**src/rtl/round_robin_arbiter_pkg.sv**
```systemverilog
// Shared types and helpers for the round-robin arbiter.
// Build option: ROUND_ROBIN_ARBITER_LOCK_EN enables the multi-beat lock FSM.
package round_robin_arbiter_pkg;

  typedef enum logic {
    IDLE = 1'b0,
    LOCK = 1'b1
  } arb_state_t;

  // Explicit wrap so non-power-of-two widths never land on an unused index.
  function automatic int unsigned ptr_inc(input int unsigned idx, input int unsigned width);
    return (idx + 1 >= width) ? 0 : idx + 1;
  endfunction

endpackage

```
**src/rtl/round_robin_arbiter_if.sv**
```systemverilog
// Request/grant bundle between requesters (master) and the arbiter (slave).
// Grant outputs are combinational from requests and the registered pointer.
interface round_robin_arbiter_if #(
  parameter int WIDTH = 4
) ();
  localparam int WIDTH_LOG = $clog2(WIDTH);

  logic [WIDTH-1:0]     req_vld;
  logic [WIDTH-1:0]     req_lst;
  logic                 gnt_rdy;
  logic                 gnt_vld;
  logic [WIDTH_LOG-1:0] gnt_idx;
  logic [WIDTH-1:0]     gnt_oht;
  logic [WIDTH_LOG-1:0] gnt_ptr;

  modport master (
    output req_vld, req_lst, gnt_rdy,
    input  gnt_vld, gnt_idx, gnt_oht, gnt_ptr
  );

  modport slave (
    input  req_vld, req_lst, gnt_rdy,
    output gnt_vld, gnt_idx, gnt_oht, gnt_ptr
  );
endinterface

```
**src/rtl/round_robin_arbiter_ppe.sv**
```systemverilog
// Programmable priority encoder: first set request at or above enc_pri, wrapping to 0.
// High class beats low class; each class is scanned as a SPLIT-wide two-level tree.
module programmable_priority_encoder #(
  parameter  int WIDTH     = 4,
  parameter  int SPLIT     = 2,
  localparam int WIDTH_LOG = $clog2(WIDTH)
) (
  input  logic [WIDTH-1:0]     dec_vld_h,
  input  logic [WIDTH-1:0]     dec_vld_l,
  input  logic [WIDTH_LOG-1:0] enc_pri,
  output logic [WIDTH_LOG-1:0] enc_idx_h,
  output logic                 enc_vld_h
);
  localparam int GRP = (WIDTH + SPLIT - 1) / SPLIT;

  // Returns {found, index of lowest set bit}.
  function automatic logic [WIDTH_LOG:0] ffs(input logic [WIDTH-1:0] v);
    logic [GRP-1:0]       any;
    logic [WIDTH_LOG-1:0] idx;
    int                   sel;
    any = '0;
    idx = '0;
    sel = 0;
    for (int g = 0; g < GRP; g++)
      for (int b = 0; b < SPLIT; b++)
        if (g * SPLIT + b < WIDTH) any[g] = any[g] | v[g * SPLIT + b];
    for (int g = GRP - 1; g >= 0; g--)
      if (any[g]) sel = g;
    for (int b = SPLIT - 1; b >= 0; b--)
      if (sel * SPLIT + b < WIDTH && v[sel * SPLIT + b]) idx = WIDTH_LOG'(sel * SPLIT + b);
    return {|any, idx};
  endfunction

  logic [WIDTH-1:0]   w_mask;
  logic [WIDTH_LOG:0] w_h_hi, w_h_all, w_l_hi, w_l_all;

  always_comb begin
    w_mask = '0;
    for (int i = 0; i < WIDTH; i++) w_mask[i] = (32'(i) >= 32'(enc_pri));
  end

  assign w_h_hi  = ffs(dec_vld_h & w_mask);
  assign w_h_all = ffs(dec_vld_h);
  assign w_l_hi  = ffs(dec_vld_l & w_mask);
  assign w_l_all = ffs(dec_vld_l);

  always_comb begin
    enc_vld_h = w_h_all[WIDTH_LOG] | w_l_all[WIDTH_LOG];
    if (w_h_all[WIDTH_LOG])
      enc_idx_h = w_h_hi[WIDTH_LOG] ? w_h_hi[WIDTH_LOG-1:0] : w_h_all[WIDTH_LOG-1:0];
    else
      enc_idx_h = w_l_hi[WIDTH_LOG] ? w_l_hi[WIDTH_LOG-1:0] : w_l_all[WIDTH_LOG-1:0];
  end
endmodule

```
**src/rtl/round_robin_arbiter.sv**
```systemverilog
// Round-robin arbiter, zero-latency grant, pointer advances after each completed transfer.
// ROUND_ROBIN_ARBITER_LOCK_EN: holds the grant on one requester until its last beat.
module round_robin_arbiter
  import round_robin_arbiter_pkg::*;
#(
  parameter int WIDTH = 4,
  parameter int SPLIT = 2
) (
  input  logic                   clk,
  input  logic                   rst_n,
  round_robin_arbiter_if.slave   bus
);
  localparam int WIDTH_LOG = $clog2(WIDTH);

  logic [WIDTH_LOG-1:0] r_ptr;
  logic [WIDTH_LOG-1:0] w_enc_idx;
  logic                 w_enc_vld;
  logic [WIDTH_LOG-1:0] w_idx;
  logic                 w_vld;
  logic                 w_xfer;
  logic [WIDTH_LOG-1:0] w_ptr_nxt;

  programmable_priority_encoder #(
    .WIDTH (WIDTH),
    .SPLIT (SPLIT)
  ) u_ppe (
    .dec_vld_h (bus.req_vld),
    .dec_vld_l ('0),
    .enc_pri   (r_ptr),
    .enc_idx_h (w_enc_idx),
    .enc_vld_h (w_enc_vld)
  );

  assign w_xfer    = w_vld & bus.gnt_rdy;
  assign w_ptr_nxt = WIDTH_LOG'(ptr_inc(32'(w_idx), WIDTH));

`ifdef ROUND_ROBIN_ARBITER_LOCK_EN
  arb_state_t           r_state;
  logic [WIDTH_LOG-1:0] r_lck;

  // While locked, other requesters are invisible even if the owner drops its request.
  assign w_idx = (r_state == LOCK) ? r_lck : w_enc_idx;
  assign w_vld = (r_state == LOCK) ? bus.req_vld[r_lck] : w_enc_vld;

  always_ff @(posedge clk or negedge rst_n) begin
    if (!rst_n) begin
      r_ptr   <= '0;
      r_lck   <= '0;
      r_state <= IDLE;
    end else if (w_xfer) begin
      if (bus.req_lst[w_idx]) begin
        r_ptr   <= w_ptr_nxt;
        r_state <= IDLE;
      end else begin
        r_lck   <= w_idx;
        r_state <= LOCK;
      end
    end
  end
`else
  logic w_unused_lst;

  assign w_unused_lst = ^bus.req_lst;
  assign w_idx        = w_enc_idx;
  assign w_vld        = w_enc_vld;

  always_ff @(posedge clk or negedge rst_n) begin
    if (!rst_n)
      r_ptr <= '0;
    else if (w_xfer)
      r_ptr <= w_ptr_nxt;
  end
`endif

  always_comb begin
    bus.gnt_oht = '0;
    if (w_vld) bus.gnt_oht[w_idx] = 1'b1;
  end

  assign bus.gnt_vld = w_vld;
  assign bus.gnt_idx = w_idx;
  assign bus.gnt_ptr = r_ptr;
endmodule
```
**src/flat_wrapper.sv**
```systemverilog
// flat-port wrapper written by rule: the top's interface ports become plain ports
module round_robin_arbiter_flat import round_robin_arbiter_pkg::*;
#(
  parameter int WIDTH = 4,
  parameter int SPLIT = 2
)
  (clk, rst_n, bus_req_vld, bus_req_lst, bus_gnt_rdy, bus_gnt_vld, bus_gnt_idx, bus_gnt_oht, bus_gnt_ptr);
  round_robin_arbiter_if #(.WIDTH(WIDTH)) bus_i ();
  input  logic clk;
  input  logic rst_n;
  input wire logic [$bits(bus_i.req_vld)-1:0] bus_req_vld;
  input wire logic [$bits(bus_i.req_lst)-1:0] bus_req_lst;
  input wire logic [$bits(bus_i.gnt_rdy)-1:0] bus_gnt_rdy;
  output wire logic [$bits(bus_i.gnt_vld)-1:0] bus_gnt_vld;
  output wire logic [$bits(bus_i.gnt_idx)-1:0] bus_gnt_idx;
  output wire logic [$bits(bus_i.gnt_oht)-1:0] bus_gnt_oht;
  output wire logic [$bits(bus_i.gnt_ptr)-1:0] bus_gnt_ptr;
  assign bus_i.req_vld = bus_req_vld;
  assign bus_i.req_lst = bus_req_lst;
  assign bus_i.gnt_rdy = bus_gnt_rdy;
  assign bus_gnt_vld = bus_i.gnt_vld;
  assign bus_gnt_idx = bus_i.gnt_idx;
  assign bus_gnt_oht = bus_i.gnt_oht;
  assign bus_gnt_ptr = bus_i.gnt_ptr;
  round_robin_arbiter #(.WIDTH(WIDTH), .SPLIT(SPLIT)) u_core (.clk(clk), .rst_n(rst_n), .bus(bus_i));
endmodule
```
**config.mk**
```make
export PLATFORM = sky130hd
export DESIGN_NAME = round_robin_arbiter_flat
export DESIGN_NICKNAME = d
export VERILOG_FILES = /design/src/rtl/round_robin_arbiter_pkg.sv /design/src/rtl/round_robin_arbiter_if.sv /design/src/rtl/round_robin_arbiter_ppe.sv /design/src/rtl/round_robin_arbiter.sv /design/src/flat_wrapper.sv
export SDC_FILE = /design/constraint.sdc
export NUM_CORES = 1
export LEC_CHECK = 0
export CORE_AREA = 5 5 42 44
export DETAILED_ROUTE_END_ITERATION = 10
export DIE_AREA = 0 0 47 49
export SLEW_MARGIN = 40
export SYNTH_ARGS = -nofsm -noshare
export SYNTH_HDL_FRONTEND = slang
export SYNTH_SLANG_ARGS = --single-unit
```
**constraint.sdc**
```tcl
create_clock -name clk -period 2.9 [get_ports clk]
set_clock_uncertainty 0.2 [all_clocks]
set_input_delay 0.58 -clock clk [delete_from_list [all_inputs] [get_ports clk]]
set_output_delay 0.58 -clock clk [all_outputs]
set_load 0.01 [all_outputs]
```
---- After elaboration in Yosys (flattened, before gate mapping) ----
Cells that the tools add are included.
storage, ports and cells
  bits of input ports ..................... 11
  register bits after elaboration ......... 2
  logic and storage cells ................. 57
operators by class
  reduce and logical (&&, ||, !) cells .... 7
  magnitude comparators ................... 14
  multiplexer cells ....................... 26
  add/subtract/negate cells ............... 3
  bitwise operators ....................... 6
operators by type and width
  kind                                                                                  number
  32-bit by 4-bit less-than comparator with 1-bit output (second input constant)        8
  32-bit by 2-bit adder with 32-bit output (second input constant)                      2
  1-bit 2-to-1 mux                                                                      15
  2-bit 2-to-1 mux                                                                      7
  1-bit logical AND                                                                     5
  4-bit bitwise AND                                                                     1
  1-bit binary-select mux with 2-bit select                                             2
  1-bit by 2-bit greater-or-equal comparator with 1-bit output (first input constant)   2
  4-bit 2-to-1 mux                                                                      1
  1-bit bitwise OR                                                                      4
  2-bit OR reduction                                                                    2
  2-bit by 1-bit adder with 3-bit output (second input constant)                        1
  3-bit greater-or-equal comparator (second input constant)                             1
  2-bit by 3-bit less-than comparator with 1-bit output (second input constant)         1
  1-bit demux with 2-bit select                                                         1
  2-bit by 1-bit greater-or-equal comparator with 1-bit output (second input constant)  1
  2-bit greater-or-equal comparator (first input constant)                              1
  1-bit bitwise AND                                                                     1

---- Depth between registers and ports, before layout ----
  depth in word-level cells ............... 19
  mapped depth ............................ 5
  gate-level depth less buffers ........... 5

---- Modules after synthesis ----
Synthesis repeated with hierarchy kept, for this count alone.
unflattened totals
  cell total of the unflattened synthesis .. 47
  area, all modules ....................... 372.9 sq um
by module, submodules not included
  module                         instances  cells each  area each (sq um)  seq. area each (sq um)
  programmable_priority_encoder  1          30          191.4              0.0
  round_robin_arbiter            1          17          181.4              50.0

---- Worst setup path before layout ----
No wires, ideal clock.
  path type ............................... input to output
  from .................................... input bus_req_vld[3]
  to ...................................... output bus_gnt_oht[3]
  required time ........................... 2.120 ns
  arrival time ............................ 1.488 ns
  stages on the path ...................... 5
  path buffers ............................ 0
  path slack .............................. 0.632 ns
  cell sequence ........................... nand2b_1 a211o_1 o21a_1 ha_1 and2_1
on the way
  word-level cells in the longest chain between the ends .. 18
ends and longest elaborated chain
  item                                                                                                                                                                line                           text
  from (decl)                                                                                                                                                         flat_wrapper.sv:11             input wire logic [$bits(bus_i.req_vld)-1:0] bus_req_vld;
  branches (longest 12 deep; another with 32-bit by 2-bit adder with 32-bit output)                                                                                   --
  2-bit 2-to-1 mux (*)                                                                                                                                                round_robin_arbiter_ppe.sv:49  if (w_h_all[WIDTH_LOG])
  named net bus_gnt_idx[1]                                                                                                                                            flat_wrapper.sv:15             output wire logic [$bits(bus_i.gnt_idx)-1:0] bus_gnt_idx;
  2-bit by 3-bit less-than comparator with 1-bit output (not written as such) / 2-bit by 1-bit greater-or-equal comparator with 1-bit output (equally long branches)  round_robin_arbiter.sv:77      if (w_vld) bus.gnt_oht[w_idx] = 1'b1;
  1-bit logical AND (not written as such)                                                                                                                             round_robin_arbiter.sv:77
  1-bit 2-to-1 mux (not written as such)                                                                                                                              round_robin_arbiter.sv:77
  1-bit demux with 2-bit select (*)                                                                                                                                   round_robin_arbiter.sv:77
  4-bit 2-to-1 mux (*)                                                                                                                                                round_robin_arbiter.sv:77
  to (decl)                                                                                                                                                           flat_wrapper.sv:16             output wire logic [$bits(bus_i.gnt_oht)-1:0] bus_gnt_oht;
Mark *: on every way through the listed nets, which the timed path passes. The select of a mux whose other input is x is not followed.

---- Final worst setup path ----
  from .................................... input bus_req_vld[3]
  to ...................................... output bus_gnt_oht[3]
on the way
  word-level cells in the longest chain between the ends .. 18
ends and longest elaborated chain
  item                                                                               line
  branches (longest 17 deep; another with 32-bit by 2-bit adder with 32-bit output)  --
  4-bit 2-to-1 mux (*)                                                               round_robin_arbiter.sv:77
Every way passes the cells marked *. The select of a mux whose other input is x is not followed.

==> flow_metrics.tcl <==
set metrics [dict create \
    outcome "completed" \
    layout_min_cycle_time_ns 2.75 \
    nFillCells 153 \
    ff2ff_path_depth 5 \
    holdWs_ns 0.320 \
    place_inst 69 \
    pre_cts_ws_ns -0.326 \
    rrSetupSlack_ns 1.07 \
    end_kind "primary output" \
    largest_reg_flops 2 \
    slowest_delay_ns 0.28 \
    route.detailed.drc 0 \
    clk_latency_ns 0.22 \
    drv_slew 0 \
    die_w_um 47 \
    dr.first_iter.drc_count 13 \
    io_buffers 15 \
    grt_util_all_layers_pct 7.38 \
    io_pins 20 \
    rsz0062_at_grt "false" \
    wl_um 773 \
    yosys.area.top_type_share_pct 19.0 \
    syn_area_per_cell_um2 8.76 \
    setup-violations-final 0 \
    gp_congestion 0.670 \
    start_util_pct 18.8 \
    rr_endpoint "u_core.bus.gnt_ptr[1]" \
    htree_levels 1 \
    fin_cells 73 \
    cts_buffers 3 \
    seq_power_share_pct 17.3 \
    yosysUniqueCellTypes 22 \
    synth-seq-area-share_pct 19.0 \
    worstSetupPathType "in2out" \
    critical_path.slowest_cell "a211o_1" \
    antenna_found_initial 0 \
    postLayoutSetupSlackWorst_ns 0.147 \
    cts_root_buf "clkbuf_4" \
    synth_warnings 0 \
    cp-start-kind "primary input" \
    synth_nets 45 \
    p_sw_mw 0.122 \
    clkPwrFrac_pct 18.2 \
    drv_cap 0 \
    cp_common_cell "dlygate4sd2_1" \
    drive_gt1_share_pct 31.6 \
    pwr-share-comb_pct 64.5 \
    cts.sinks 2 \
    hold_viol 0 \
    area_delta_synth_final_pct 101 \
    worst_ep_arrival_time_ns 1.97 \
    final_common_cell "buf_4" \
    required_ns 2.12 \
    synth_fa_ha_area_share_pct 19.0 \
    power.internal_mw 0.217 \
    coreArea_um2 1400 \
    grt_pass1_vias 314 \
    synthMuxAreaShare_pct 8.10 \
    via_per_inst 4.33 \
    finalPower_mw 0.339 \
    hpwl_um 602 \
    hold_path_class "in2async" \
    cts_tree "yes" \
    area.sequential_um2 50.0 \
    synth_area_um2 263 \
    switching_share_pct 36.0 \
    grt_max_degree 8 \
    die_y_um 49 \
    irDropWorstVdd_uv 241 \
    cts_max_path_buffers 2 \
    ant_nets 0 \
    n_antenna_cell 0 \
    crit_chain "dlygate4sd2_1 -> nand2b_1 -> a211o_1 -> o21a_1 -> ha_1 -> and2_1 -> dlygate4sd2_1" \
    relSlewSlack_pct 70.4 \
    worstMarginPinSlew_ns 0.439 \
    synth-simple-area-share_pct 30.0 \
    firstDrtPassIters 4 \
    path_max_fanout 3 \
    yosys-top-cells-area "dfrtp_1 (19%), ha_1 (19%), and2_1 (9.5%)" \
    post-route-period-util_pct 94.9 \
    dieArea_um2 2300 \
    multi_input_area_um2 216 \
    grt_pass1_wl_mm 1.26 \
    ys_seq_elements 2 \
    r2r-start "u_core.bus.gnt_ptr[0]" \
    timing.fmax_ghz 0.363 \
    post-route-util_pct 37.7 \
    hold_buffers 0 \
    overflow 0 \
    nets 74 \
    post_drt_wl_per_cell_um 10.6 \
    yosysTopAreaCell "dfrtp_1" \
    synth_xor_area_share_pct 0 \
    mostFrequentLayoutCells "buf_4 (10), dlygate4sd2_1 (8), clkdlybuf4s50_1 (5)" \
    synth_compound_area_share_pct 21.9 \
    synth_cells 30 \
    rows 14 \
    synth_top_family_by_area "simple AND/OR/NAND/NOR gates" \
    vias 316 \
    power.density_nw_per_um2 642 \
    cellLeakagePower_nw 0.259 \
    path_clk_slew_ns 0.03 \
]
-- layer usage --
metal	GRT usage, %	up-vias	routed length [µm]
li1	-	165	-
met1	8.32	145	327
met2	10.9	6	399
met3	3.69	0	47
met4	4.15	0	0
met5	0	-	0
-- what timing repair did --
| item | CTS | global route |
|---|---|---|
| endpoints found under the setup margin | 7 | 3 |
| resized for setup | 13 | 2 |
| pin swaps | 1 | 0 |
| gates cloned | 0 | 0 |
| buffers inserted | 0 | 1 |
-- power by group through the flow --
stage | combinational (mW) | clock [mW] | sequential [mW]
CTS | 0.210 | 0.0663 | 0.0594
floorplan | 0.0951 | 0 | 0.0603
global placement | 0.225 | 0 | 0.0589
detailed placement | 0.225 | 0 | 0.0597
finish | 0.219 | 0.0616 | 0.0587
global route | 0.241 | 0.0708 | 0.0620
-- cell type report --
type / instances / area share [%]
Tap cell: 16 / 3.79
Multi-Input combinational cell: 27 / 41.0
Sequential cell: 2 / 9.48
Timing Repair Buffer: 25 / 41.5
Clock buffer: 3 / 4.27
-- Yosys cell counts (all sizes together) --
library cell,number
a31oi,1
mux2,1
a211o,1
mux2i,1
nor2,1
ha,4
a21oi,2
and2,4
buf,1
dfrtp,2
o41ai,1
o21a,1
nor3b,1
nand3b,1
a21o,1
or4,1
o21ai,1
nand3,1
and3,1
nand2b,2
nand2,1
-- worst max path at each step --
stage                         startpoint        endpoint
after floorplan           bus_req_vld[3]  bus_gnt_oht[3]
after global placement    bus_req_vld[3]  bus_gnt_oht[0]
after detailed placement  bus_req_vld[3]  bus_gnt_oht[0]
after CTS                 bus_req_vld[0]  bus_gnt_oht[3]
after global routing      bus_req_vld[1]  bus_gnt_oht[3]
final                     bus_req_vld[3]  bus_gnt_oht[3]
-- worst max-delay path, delay by kind of cell --
kind                       cells  cell delay [ns]
and+or+nand+nor                2             0.26
buffers and inverters          2             0.52
AOI/OAI and AO/OA              2             0.43
adders and majority gates      1             0.18
-- metrics by stage --
step                area, µm²  TNS [ns]
floorplan                 263         0
global placement          495     -1.60
detailed placement        495     -1.62
CTS                       513         0
global route              528         0
finish                    528         0
-- logic make-up after synthesis --
| kind of cell | Yosys count |
|---|---|
| compound gates | 8 |
| fa+ha+maj | 4 |
| buf+inv | 1 |
| flops | 2 |
| mux | 2 |
| simple gates | 13 |
No activity file was read; power rests on OpenSTA's default activity.
